--- config.mk ---
export PLATFORM = sky130hd
export DESIGN_NAME = adder_share_arb
export DESIGN_NICKNAME = d
export VERILOG_FILES = /design/src/rtl/adder_arb_pkg.sv /design/src/rtl/rr_pick.sv /design/src/rtl/adder_share_arb.sv
export SDC_FILE = /design/constraint.sdc
export NUM_CORES = 1
export LEC_CHECK = 0
export CORE_MARGIN = 3
export CORE_UTILIZATION = 47
export DETAILED_ROUTE_END_ITERATION = 7
export GPL_TIMING_DRIVEN = 1
export HOLD_SLACK_MARGIN = 0.12
export PLACE_DENSITY_LB_ADDON = 0.15
export SLEW_MARGIN = 20
export SYNTH_ARGS = -nofsm -noshare
export SYNTH_HDL_FRONTEND = slang
export SYNTH_SLANG_ARGS = --single-unit
--- constraint.sdc ---
create_clock -name clk -period 2.85 [get_ports clk]
set_input_delay 0.57 -clock clk [delete_from_list [all_inputs] [get_ports clk]]
set_output_delay 0.57 -clock clk [all_outputs]
set_load 0.02 [all_outputs]
--- src/rtl/adder_arb_pkg.sv ---
// ----------------------------------------------------------------------------
// adder_arb_pkg
// Shared definitions for the round-robin shared-adder arbiter:
//   - state_e    : FSM state encoding (IDLE / EXEC / RESP)
//   - DEF_W      : default operand / sum width
//   - DEF_NREQ   : default number of requesters
//   - clog2()    : ceiling log2 used to derive the requester-ID width
// ----------------------------------------------------------------------------
package adder_arb_pkg;

  typedef enum logic [1:0] {
    ST_IDLE = 2'd0,
    ST_EXEC = 2'd1,
    ST_RESP = 2'd2
  } state_e;

  localparam int DEF_W    = 4;
  localparam int DEF_NREQ = 4;

  // Ceiling log2 with a floor of 1, so a 1-bit ID is still produced for n <= 2.
  function automatic int clog2(input int n);
    int r;
    r = 0;
    for (int k = 0; k < 32; k++) begin
      if ((1 << r) < n) r = r + 1;
    end
    return (r == 0) ? 1 : r;
  endfunction

endpackage

--- src/rtl/rr_pick.sv ---
// ----------------------------------------------------------------------------
// rr_pick
// Combinational round-robin picker: selects the first set bit of req searching
// upward from ptr, wrapping back to bit 0.
// Ports:
//   req   [NREQ-1:0]  request vector
//   ptr   [IDW-1:0]   index with highest priority this cycle (< NREQ)
//   grant [NREQ-1:0]  one-hot grant (all zero when nothing requested)
//   idx   [IDW-1:0]   index of the granted bit
//   any               at least one request present
// ----------------------------------------------------------------------------
module rr_pick #(
  parameter int NREQ = 4,
  parameter int IDW  = 2
) (
  input  logic [NREQ-1:0] req,
  input  logic [IDW-1:0]  ptr,
  output logic [NREQ-1:0] grant,
  output logic [IDW-1:0]  idx,
  output logic            any
);

  // Two passes with constant indices: the first covers bits at or above ptr,
  // the second (reached only if the first found nothing) takes the lowest set
  // bit, which must then lie below ptr -- this is the wrap-around.
  always_comb begin
    // NOTE: every output gets a default before any conditional assignment,
    // otherwise paths that skip an assignment would infer latches.
    grant = '0;
    idx   = '0;
    any   = 1'b0;
    for (int i = 0; i < NREQ; i++) begin
      if (!any && req[i] && (IDW'(i) >= ptr)) begin
        any      = 1'b1;
        grant[i] = 1'b1;
        idx      = IDW'(i);
      end
    end
    for (int i = 0; i < NREQ; i++) begin
      if (!any && req[i]) begin
        any      = 1'b1;
        grant[i] = 1'b1;
        idx      = IDW'(i);
      end
    end
  end

endmodule

--- src/rtl/adder_share_arb.sv ---
// ----------------------------------------------------------------------------
// adder_share_arb
// Shares one W-bit adder among NREQ requesters with round-robin arbitration.
// A grant in IDLE latches the winner's operands, EXEC registers the sum, and
// RESP holds the tagged result until the consumer takes it.
// Ports:
//   clk, rst_n              clock, asynchronous active-low reset
//   req_valid [NREQ]        per-requester operands pending
//   req_a/req_b [NREQ*W]    flattened operands, slice i = [i*W +: W]
//   req_ready [NREQ]        one-hot accept pulse (IDLE only)
//   rsp_valid/rsp_ready     response handshake
//   rsp_sum [W]             (a+b) mod 2^W
//   rsp_id [IDW]            requester that owns the result
//   busy                    high in any state other than IDLE
// Build option:
//   ADDER_ARB_CARRY_EN      adds output rsp_carry, the registered carry-out
// ----------------------------------------------------------------------------
module adder_share_arb
  import adder_arb_pkg::*;
#(
  parameter int W    = DEF_W,
  parameter int NREQ = DEF_NREQ,
  parameter int IDW  = clog2(NREQ)
) (
  input  logic            clk,
  input  logic            rst_n,
  input  logic [NREQ-1:0] req_valid,
  input  logic [NREQ*W-1:0] req_a,
  input  logic [NREQ*W-1:0] req_b,
  output logic [NREQ-1:0] req_ready,
  output logic            rsp_valid,
  input  logic            rsp_ready,
  output logic [W-1:0]    rsp_sum,
  output logic [IDW-1:0]  rsp_id,
  output logic            busy
`ifdef ADDER_ARB_CARRY_EN
  ,
  output logic            rsp_carry
`endif
);

  state_e          r_state;
  state_e          w_next_state;
  logic [IDW-1:0]  r_rr_ptr;
  logic [W-1:0]    r_op_a;
  logic [W-1:0]    r_op_b;
  logic [IDW-1:0]  r_op_id;
  logic [W-1:0]    r_sum;
  logic [IDW-1:0]  r_rsp_id;
`ifdef ADDER_ARB_CARRY_EN
  logic            r_carry;
`endif

  logic [NREQ-1:0] w_grant;
  logic [IDW-1:0]  w_idx;
  logic            w_any;
  logic [W-1:0]    w_sel_a;
  logic [W-1:0]    w_sel_b;

  rr_pick #(
    .NREQ (NREQ),
    .IDW  (IDW)
  ) u_rr_pick (
    .req   (req_valid),
    .ptr   (r_rr_ptr),
    .grant (w_grant),
    .idx   (w_idx),
    .any   (w_any)
  );

  // Operand mux driven by the one-hot grant.
  always_comb begin
    w_sel_a = '0;
    w_sel_b = '0;
    for (int i = 0; i < NREQ; i++) begin
      if (w_grant[i]) begin
        w_sel_a = req_a[i*W +: W];
        w_sel_b = req_b[i*W +: W];
      end
    end
  end

  // State register.
  always_ff @(posedge clk or negedge rst_n) begin
    // NOTE: sequential state uses non-blocking assignments so every flop
    // samples pre-edge values regardless of process ordering.
    if (!rst_n) r_state <= ST_IDLE;
    else        r_state <= w_next_state;
  end

  // Next state and handshake outputs.
  always_comb begin
    w_next_state = r_state;
    req_ready    = '0;
    rsp_valid    = 1'b0;
    busy         = 1'b1;
    unique case (r_state)
      ST_IDLE: begin
        busy = 1'b0;
        // The grant is combinational, so it must be masked while reset is
        // held: the state flop sits in IDLE then but nothing is accepted.
        if (rst_n) req_ready = w_grant;
        if (w_any) w_next_state = ST_EXEC;
      end
      ST_EXEC: w_next_state = ST_RESP;
      ST_RESP: begin
        rsp_valid = 1'b1;
        if (rsp_ready) w_next_state = ST_IDLE;
      end
      default: w_next_state = ST_IDLE;
    endcase
  end

  // Operand capture, adder and round-robin pointer.
  always_ff @(posedge clk or negedge rst_n) begin
    if (!rst_n) begin
      // NOTE: operand and result registers are few and observable on the
      // response port, so they are all cleared to give defined outputs.
      r_rr_ptr <= '0;
      r_op_a   <= '0;
      r_op_b   <= '0;
      r_op_id  <= '0;
      r_sum    <= '0;
      r_rsp_id <= '0;
`ifdef ADDER_ARB_CARRY_EN
      r_carry  <= 1'b0;
`endif
    end else begin
      unique case (r_state)
        ST_IDLE: begin
          if (w_any) begin
            r_op_a  <= w_sel_a;
            r_op_b  <= w_sel_b;
            r_op_id <= w_idx;
          end
        end
        ST_EXEC: begin
`ifdef ADDER_ARB_CARRY_EN
          {r_carry, r_sum} <= {1'b0, r_op_a} + {1'b0, r_op_b};
`else
          r_sum <= r_op_a + r_op_b;
`endif
          r_rsp_id <= r_op_id;
          // Winner gets lowest priority next time.
          if (r_op_id == IDW'(NREQ - 1)) r_rr_ptr <= '0;
          else                           r_rr_ptr <= r_op_id + IDW'(1);
        end
        default: ;
      endcase
    end
  end

  assign rsp_sum = r_sum;
  assign rsp_id  = r_rsp_id;
`ifdef ADDER_ARB_CARRY_EN
  assign rsp_carry = r_carry;
`endif

endmodule

Word level (Yosys, flattened, before mapping)
Cells that the tools add are included.

Word-level logic and storage cells: 77. RAM bits: 0. Bits in latches: 0. Bits of input ports: 39. Register bits: 20. Memory bits (read-only): 0. Memories kept: 0.

Reductions and logical operators: 21. Equality and inequality tests: 5. Shifts and indexed selects: 0. Add/subtract/negate cells: 2. Bitwise gates (word level): 0. Multiplexer cells: 38. Div/mod/pow operators: 0. Order comparisons: 4. Multiply operators: 0.

Operator list (count): 2-to-1 mux 4 bit (10); 2-to-1 mux 1 bit (18); 2-to-1 mux 2 bit (9); logical AND 1 bit (11); zero test 1 bit (7); one-hot mux 2 bit (3 select lines) (1); adder 4 bit (1); equality test 2 bit, second input constant (2); >= comparator 1 x 2 -> 1 bit, first input constant (2); >= comparator 2 bit, first input constant (2); AND reduction 2 bit (2); adder 2 x 1 -> 2 bit, second input constant (1); equality test 2 x 1 -> 1 bit, second input constant (1); zero test 2 bit (1); != test 2 x 1 -> 1 bit, second input constant (1); != test 2 bit, second input constant (1).

Depth between registers and ports, before layout
Gate-level depths: netlist of the first run.

Depth after elaboration: 29. Depth in mapped cells: 7. Gate-level depth less buffers: 5.

Hierarchy
From an unflattened synthesis of the first run, not the netlist that was laid out.

Cell total of the unflattened synthesis: 156. Area total of the unflattened synthesis: 1410.1 um2.

By module, submodules not included: adder_share_arb (sequential area each 500.5 um2, cells each 123, area an instance 1187.4 um2, instances 1); rr_pick (sequential area each 0.0 um2, cells each 33, area an instance 222.7 um2, instances 1).

Least setup slack after synthesis of the first run
OpenSTA, ideal clock, no wires.

Path kind: in2out. Start: input port req_valid[1]. End: output port req_ready[0]. Setup slack: 656 ps. Cell stages on the path: 5. Arrival: 1624 ps. Required time: 2280 ps. Buffers on the path: 1. Path through: clkbuf_2 -> or3_1 -> o221ai_1 -> nand2_1 -> nor2_1.

Longest elaborated chain between the ends: 16.

Ends and longest elaborated chain: start, declared (RTL line adder_share_arb.sv:27) `input logic [NREQ-1:0] req_valid,`; logical AND 1 bit (*) (2 in a row) (RTL line rr_pick.sv:33) `if (!any && req[i] && (IDW'(i) >= ptr)) begin`; 2-to-1 mux 1 bit (*) (RTL line rr_pick.sv:33); zero test 1 bit (RTL line rr_pick.sv:33); logical AND 1 bit (2 in a row) (RTL line rr_pick.sv:33); 2-to-1 mux 1 bit (*) (RTL line rr_pick.sv:33); zero test 1 bit (RTL line rr_pick.sv:33); logical AND 1 bit (2 in a row) (RTL line rr_pick.sv:33); 2-to-1 mux 1 bit (*) (RTL line rr_pick.sv:33); zero test 1 bit (*) (RTL line rr_pick.sv:40) `if (!any && req[i]) begin`; logical AND 1 bit (*) (RTL line rr_pick.sv:40); 2-to-1 mux 1 bit (*) (RTL line rr_pick.sv:40); 2-to-1 mux 4 bit (*) (RTL line adder_share_arb.sv:102) `if (rst_n) req_ready = w_grant;`; 2-to-1 mux 4 bit (*) (RTL line adder_share_arb.sv:97) `unique case (r_state)`; end, declared (RTL line adder_share_arb.sv:30) `output logic [NREQ-1:0] req_ready,`.

Mark *: on every way between the ends. The rest lies on a longest branch, timed or not.

Worst setup path in the final report of the first run
Start: input port req_valid[3]. End: output port req_ready[1].

Longest elaborated chain between the ends: 11.

Ends and longest elaborated chain (RTL line): logical AND 1 bit (*) (2 in a row) (rr_pick.sv:33); 2-to-1 mux 1 bit (*) (rr_pick.sv:33); zero test 1 bit (rr_pick.sv:40); logical AND 1 bit (rr_pick.sv:40); 2-to-1 mux 1 bit (*) (rr_pick.sv:40); zero test 1 bit (*) (rr_pick.sv:40); logical AND 1 bit (*) (rr_pick.sv:40); 2-to-1 mux 1 bit (*) (rr_pick.sv:40); 2-to-1 mux 4 bit (*) (adder_share_arb.sv:102); 2-to-1 mux 4 bit (*) (adder_share_arb.sv:97).

Marks and branches as above.

==> results of run 1 <==
==> timing repair <==
action                                  CTS  global route
endpoints found under the setup margin    3             1
gates resized for setup                   3             1
endpoints found under the hold margin     0             0
==> area by class of cell <==
class / instances / area share (%)
sequential: 20 / 25.4
inverter: 7 / 1.34
tap: 30 / 1.91
multi-input combinational: 107 / 38.8
clock buffer: 4 / 1.84
timing repair buffer: 64 / 30.7
==> registers in the layout (all words and copies together), names as in the netlist <==
name	flops
r_op_a	4
r_op_b	4
r_op_id	2
r_rr_ptr	2
r_state	2
rsp_id	2
rsp_sum	4
==> kinds of logic (layout without fill, tap and decap cells) <==
family          after synthesis  after routing
buf+inv                      18             75
mux                           4              4
simple gates                 44             44
fa+ha+maj                     5              5
xor+xnor                      3              3
flops                        20             20
compound gates               51             51
==> critical path, stage by stage <==
cell and delay (ns):
clkdlybuf4s50_1 0.44, buf_4 0.17, o21ai_0 0.20, o211a_1 0.20
inv_1 0.05, nor2_1 0.08, dlygate4sd2_1 0.34
==> layout by cell type, fill, tap and decap left out, types with 2 or more instances in the layout <==
master / count
a21o_1: 2
a21oi_1: 3
a22oi_1: 8
a41oi_1: 8
buf_4: 14
clkbuf_4: 3
clkdlybuf4s50_1: 46
dfrtp_1: 20
dlygate4sd2_1: 3
ha_1: 4
inv_1: 6
mux2_2: 4
nand2_1: 11
nand2b_1: 5
nand3_1: 16
nor2_1: 6
nor2b_1: 2
o21ai_0: 7
o21bai_1: 7
o31ai_1: 2
o41ai_1: 8
or3_1: 2
xnor2_1: 2
==> layer usage <==
layer  track usage [%]  wire (microns)  vias up
li1                  -               -      669
met1              28.3            1590      667
met2              42.3            1980       88
met3              3.49             361       12
met4              9.71              97        0
met5                 0               0        -
==> power by group through the flow <==
| stage | clock network (W) | logic [W] | registers, W |
|---|---|---|---|
| after CTS | 0.000174 | 0.00118 | 0.000544 |
| after global routing | 0.000180 | 0.00130 | 0.000562 |
| after global placement | 0 | 0.00114 | 0.000540 |
| after floorplan | 0 | 0.000751 | 0.000554 |
| final | 0.000173 | 0.00118 | 0.000545 |
| after detailed placement | 0 | 0.00118 | 0.000550 |
==> path summary, 6_finish.rpt <==
kind	start	to	slack [ns]	cells past startpoint
max	req_valid[3]	req_ready[1]	0.21	7
min	rsp_sum[3]	rsp_sum[3]	0.51	2
max reg2reg	r_rr_ptr[1]	r_op_a[0]	1.23	4
min reg2reg	rsp_sum[3]	rsp_sum[3]	0.51	2
max in group asynchronous	rst_n	r_op_id[1]	2.02	2
min in group asynchronous	rst_n	rsp_sum[1]	0.61	2
==> per-stage QoR <==
stage / TNS (ns) / worst slack [ns] / util, % / instance area [sq um]
floorplan: 0 / 0.656 / - / 1340
global placement: -0.0107 / -0.0107 / 74.6 / 1930
detailed placement: -0.0765 / -0.0510 / 74.6 / 1930
CTS: 0 / 0.0723 / 75.9 / 1970
global route: 0 / 0.133 / 76.0 / 1970
finish: 0 / 0.214 / 76.0 / 1970
==> reports/metrics.yaml, run 1 <==
routing:
  drt_iter0_drc: 61
  firstDrtPassIters: 4
  via_per_inst: 6.19
  vias: 1436
  ant_nets: 0
  drc: 0
  routedWlPerCell_microns: 17.4
  wirelength_microns: 4030
global_routing:
  grt_pass1_vias: 1422
  track_usage_pct: 23.8
  grt_overflow: 0
  grt_pass1_wl_microns: 6300
  grt_max_degree: 21
  grt_antenna_before_repair: 0
clock_tree:
  cts_buffer_depth: 2
  post_cts_buffers: 0
  htreeDepth: 1
  clk_latency_ns: 0.31
  clkSlewWorstSetupHoldPaths_ns: 0.12
  cts_buffers: 3
  numClockSinks: 20
  cts_tree: "built"
  postCtsHoldBufs: 0
  cts_root_buffer: "clkbuf_4"
placement:
  place_hpwl_microns: 3090
  port_buffers: 50
  dp_cells: 228
  gp_congestion: 0.872
timing:
  tightest_slew_ns: 0.533
  finalSetupViolations: 0
  relSlewSlack_pct: 64.5
  holdWs_ns: 0.506
  finalHoldViolCount: 0
  rsz0062_at_grt: "false"
  period_share_pct: 92.5
  fin_skew_ns: 0.00433
  period_minus_slack_ns: 2.64
  fmax_mhz: 379
  timing.final.max_slew_violations: 0
cells_and_area:
  fill_cells: 204
  antennaDiodeCount: 0
  instances_no_fill: 232
  drive_gt1_share_pct: 12.9
  seqCellArea_sq_um: 500
  syn2layout_area_growth_pct: 46.7
  nets: 247
  multiInputGateArea_sq_um: 763
synth:
  yosysSeqAreaShare_pct: 37.3
  syn_inst: 145
  yosys_warnings: 0
  yosysUniqueCellTypes: 34
  synthesis.area_sq_um: 1340
  synth_xor_area_share_pct: 1.96
  synthesis.nets: 189
  synth_simple_gate_area_share_pct: 17.0
  muxShareOfSynthArea_pct: 3.36
  synth_top_area_share_pct: 37.3
  synth_edf_count: 0
  yosysMostFrequentCell: "dfrtp_1"
  synth_fa_ha_area_share_pct: 5.22
  avgSynthCellArea_sq_um: 9.25
  synth_top_family_by_area: "compound AO/OA/AOI/OAI gates"
  ys_ff_latch: 20
  async_reset_ff_share_pct: 100
  synth_common_cells: "dfrtp_1, nand3_1, nand2_1"
  synth_compound_area_share_pct: 29.4
  ys.flop_type: "dfrtp_1"
  ys_top_cells_by_area: "dfrtp_1, nand3_1, a41oi_1"
  yosysTopAreaCell: "dfrtp_1"
power_and_ir_drop:
  p_int_w: 0.00107
  power.leakage_nw: 0.843
  p_sw_share_pct: 43.8
  p_sw_w: 0.000832
  p_clk_share_pct: 9.1
  power.density_nw_per_um2: 966
  finalPower_w: 0.00190
  seq_power_share_pct: 28.7
  pwr-share-comb_pct: 62.3
  ir_worst_vdd_mv: 0.709
floorplanning:
  pin_count: 51
  die_width_microns: 59.4
  die_area_sq_um: 3530
  core_area_sq_um: 2590
  fp.dieH_microns: 59.4
  num_rows: 18
  start_util_pct: 51.8
critical_path:
  worstSetupPathType: "in2out"
  worst_setup_path_end_kind: "output port"
  path_max_fanout: 5
  cp_data_required_time_ns: 2.28
  critPathLaunchType: "primary input"
  critPathArrivalTime_ns: 2.07
run:
  cap_violations: 0
status:
  outcome: "finished clean"
worst_hold_path:
  hold_path_class: "reg2reg"
(Power assumes the default switching activity.)
==> run 2, diff against run 1 <==
--- a/config.mk
+++ b/config.mk
@@ -8,7 +8,7 @@
 export CORE_MARGIN = 3
 export CORE_UTILIZATION = 47
 export DETAILED_ROUTE_END_ITERATION = 7
-export GPL_TIMING_DRIVEN = 1
+export GPL_TIMING_DRIVEN = 0
 export HOLD_SLACK_MARGIN = 0.12
 export PLACE_DENSITY_LB_ADDON = 0.15
 export SLEW_MARGIN = 20
==> constraint.sdc (replaced) <==
create_clock -name clk -period 2.85 [get_ports clk]
set_input_delay 0.57 -clock clk [delete_from_list [all_inputs] [get_ports clk]]
set_output_delay 0.57 -clock clk [all_outputs]
set_load 0.1 [all_outputs]
==> run 2 against run 1 <==
  * Hold slack got worse by 0.30 ns
  * Critical endpoint is now req_ready[3]
  * Worst setup slack got worse by 0.16 ns
  * Count of clock-buffer cells in the layout unchanged
  * Global-route usage decreased by 0.37 points
  * Core utilization decreased by 0.68 points
  * Largest power group unchanged
  * Non-clock buffer count decreased by 5
  * Sequential share of layout area increased by 0.23 points
  * Fmax decreased by 5.8%
  * Critical path depth decreased by 1
  * Sequential power decreased by 5.3%
  * Combinational power increased by 40%
==> reports/metrics.yaml, run 2 (same netlist as run 1, synthesis figures left out) <==
critical_path:
  path_max_fanout: 9
  rrSetupSlack_ns: 1.00
  worst_setup_path_end_kind: "output port"
  reg2regPathDepth: 6
  worstSetupPathType: "in2out"
  critPathArrivalTime_ns: 2.23
  r2r-end: "r_op_a[1]"
  r2r_start: "r_rr_ptr[0]"
  cp_data_required_time_ns: 2.28
  critPathLaunchType: "primary input"
run:
  cap_violations: 0
routing:
  wirelength_microns: 3840
  highest_layer: "met4"
  firstDrtPassIters: 4
  routedWlPerCell_microns: 16.9
  via_per_inst: 5.96
  drc: 0
  drt_iter0_drc: 66
  vias: 1352
  wl_met1_microns: 1640
  route.met2.wl_microns: 1830
  met3_length_microns: 309
  ant_nets: 0
global_routing:
  grt_antenna_before_repair: 0
  grt_pass1_wl_microns: 6220
  grt_overflow: 0
  track_usage_pct: 23.4
  grt_pass1_vias: 1383
  grt_max_degree: 22
status:
  outcome: "finished clean"
timing:
  fmax_mhz: 357
  period_share_pct: 98.2
  period_minus_slack_ns: 2.80
  holdWs_ns: 0.210
  finalSetupViolations: 0
  finalHoldViolCount: 0
  tightest_slew_ns: 0.999
  relSlewSlack_pct: 33.2
  layout_setup_ws_ns: 0.0507
  fin_skew_ns: 0.00565
  timing.final.max_slew_violations: 0
clock_tree:
  cts_tree: "built"
  clkSlewWorstSetupHoldPaths_ns: 0.11
  clk_latency_ns: 0.30
  cts_buffers: 3
  htreeDepth: 1
  cts_root_buffer: "clkbuf_4"
  postCtsHoldBufs: 0
  numClockSinks: 20
  cts_buffer_depth: 2
placement:
  place_hpwl_microns: 2980
  postPlaceCellArea_sq_um: 1880
  post-place-ws_ns: -1.08
  port_buffers: 49
  gp_congestion: 0.905
worst_hold_path:
  hold_path_class: "in2async"
cells_and_area:
  nets: 242
  antennaDiodeCount: 0
  mostFrequentLayoutCell: "clkdlybuf4s50_1"
  drive_gt1_share_pct: 15.7
  final_core_util_pct: 75.3
  final_cell_mix: "clkdlybuf4s50_1, dfrtp_1, nand3_1"
  postLayoutCellArea_sq_um: 1950
  fill_cells: 198
  multiInputGateArea_sq_um: 812
  seqCellArea_sq_um: 500
  syn2layout_area_growth_pct: 45.4
power_and_ir_drop:
  ir_worst_vdd_mv: 0.984
  finalPower_w: 0.00233
  power.leakage_nw: 0.807
  power.density_nw_per_um2: 1190
floorplanning:
  die_area_sq_um: 3530
  core_area_sq_um: 2590
  die_width_microns: 59.4
  start_util_pct: 51.8
  fp.dieH_microns: 59.4
  num_rows: 18
  pin_count: 51
[run 2: cell count changes in the layout (fill, tap and decap cells not counted), moves of 4 or more]
cell	delta
nor2_1	-4
buf_4	-9
buf_2	+4
clkdlybuf4s50_1	-5
nor2_2	+4
[run 2: stage by stage]
step / cells / TNS, ns
6_report: 227 / 0
5_1_grt: 227 / -0.0521
4_1_cts: 226 / 0
3_5_place_dp: 224 / -4.24
3_3_place_gp: 224 / -4.04
2_1_floorplan: 145 / 0
[run 2: final cells by class]
class,instances,area share (%)
clock buffer,4,1.86
multi-input combinational,107,41.6
inverter,7,1.35
tap,30,1.92
timing repair buffer,50,25.3
sequential,20,25.7
buffer,9,2.25
[run 2: timing repair]
item                       CTS  global route
pin swaps                    0             1
cloned                       0             0
buffers inserted             0             1
setup endpoints to repair    4             5
resized for setup           28             9
[run 2: worst max-delay path by stage]
stage               slack (ns)      endpoint    startpoint  cells after the start
floorplan                 0.12  req_ready[0]  req_valid[1]                      5
global placement         -1.02  req_ready[2]         rst_n                      4
detailed placement       -1.08  req_ready[0]         rst_n                      4
CTS                      0.009  req_ready[2]  req_valid[3]                      6
global route             -0.05  req_ready[3]  req_valid[0]                      6
finish                    0.05  req_ready[3]  req_valid[0]                      6
[run 2: worst max-delay path: stages]
cell and delay (ns):
clkdlybuf4s50_1 0.61, nor2b_1 0.47, o21bai_4 0.17, nand2_1 0.14, nor2_2 0.04, buf_4 0.23
[run 2: power by group]
group | internal (W) | leakage [nW] | switching (W) | total, W
combinational | 0.000576 | 0.549 | 0.00107 | 0.00165
sequential | 0.000433 | 0.237 | 0.0000831 | 0.000516
clock | 0.0000779 | 0.0210 | 0.0000839 | 0.000162
total | 0.00109 | 0.807 | 0.00124 | 0.00233
[run 2: layer usage]
metal	track usage, %	vias up
li1	-	657
met1	29.8	622
met2	37.9	67
met3	5.23	6
met4	10.0	0
met5	0	-
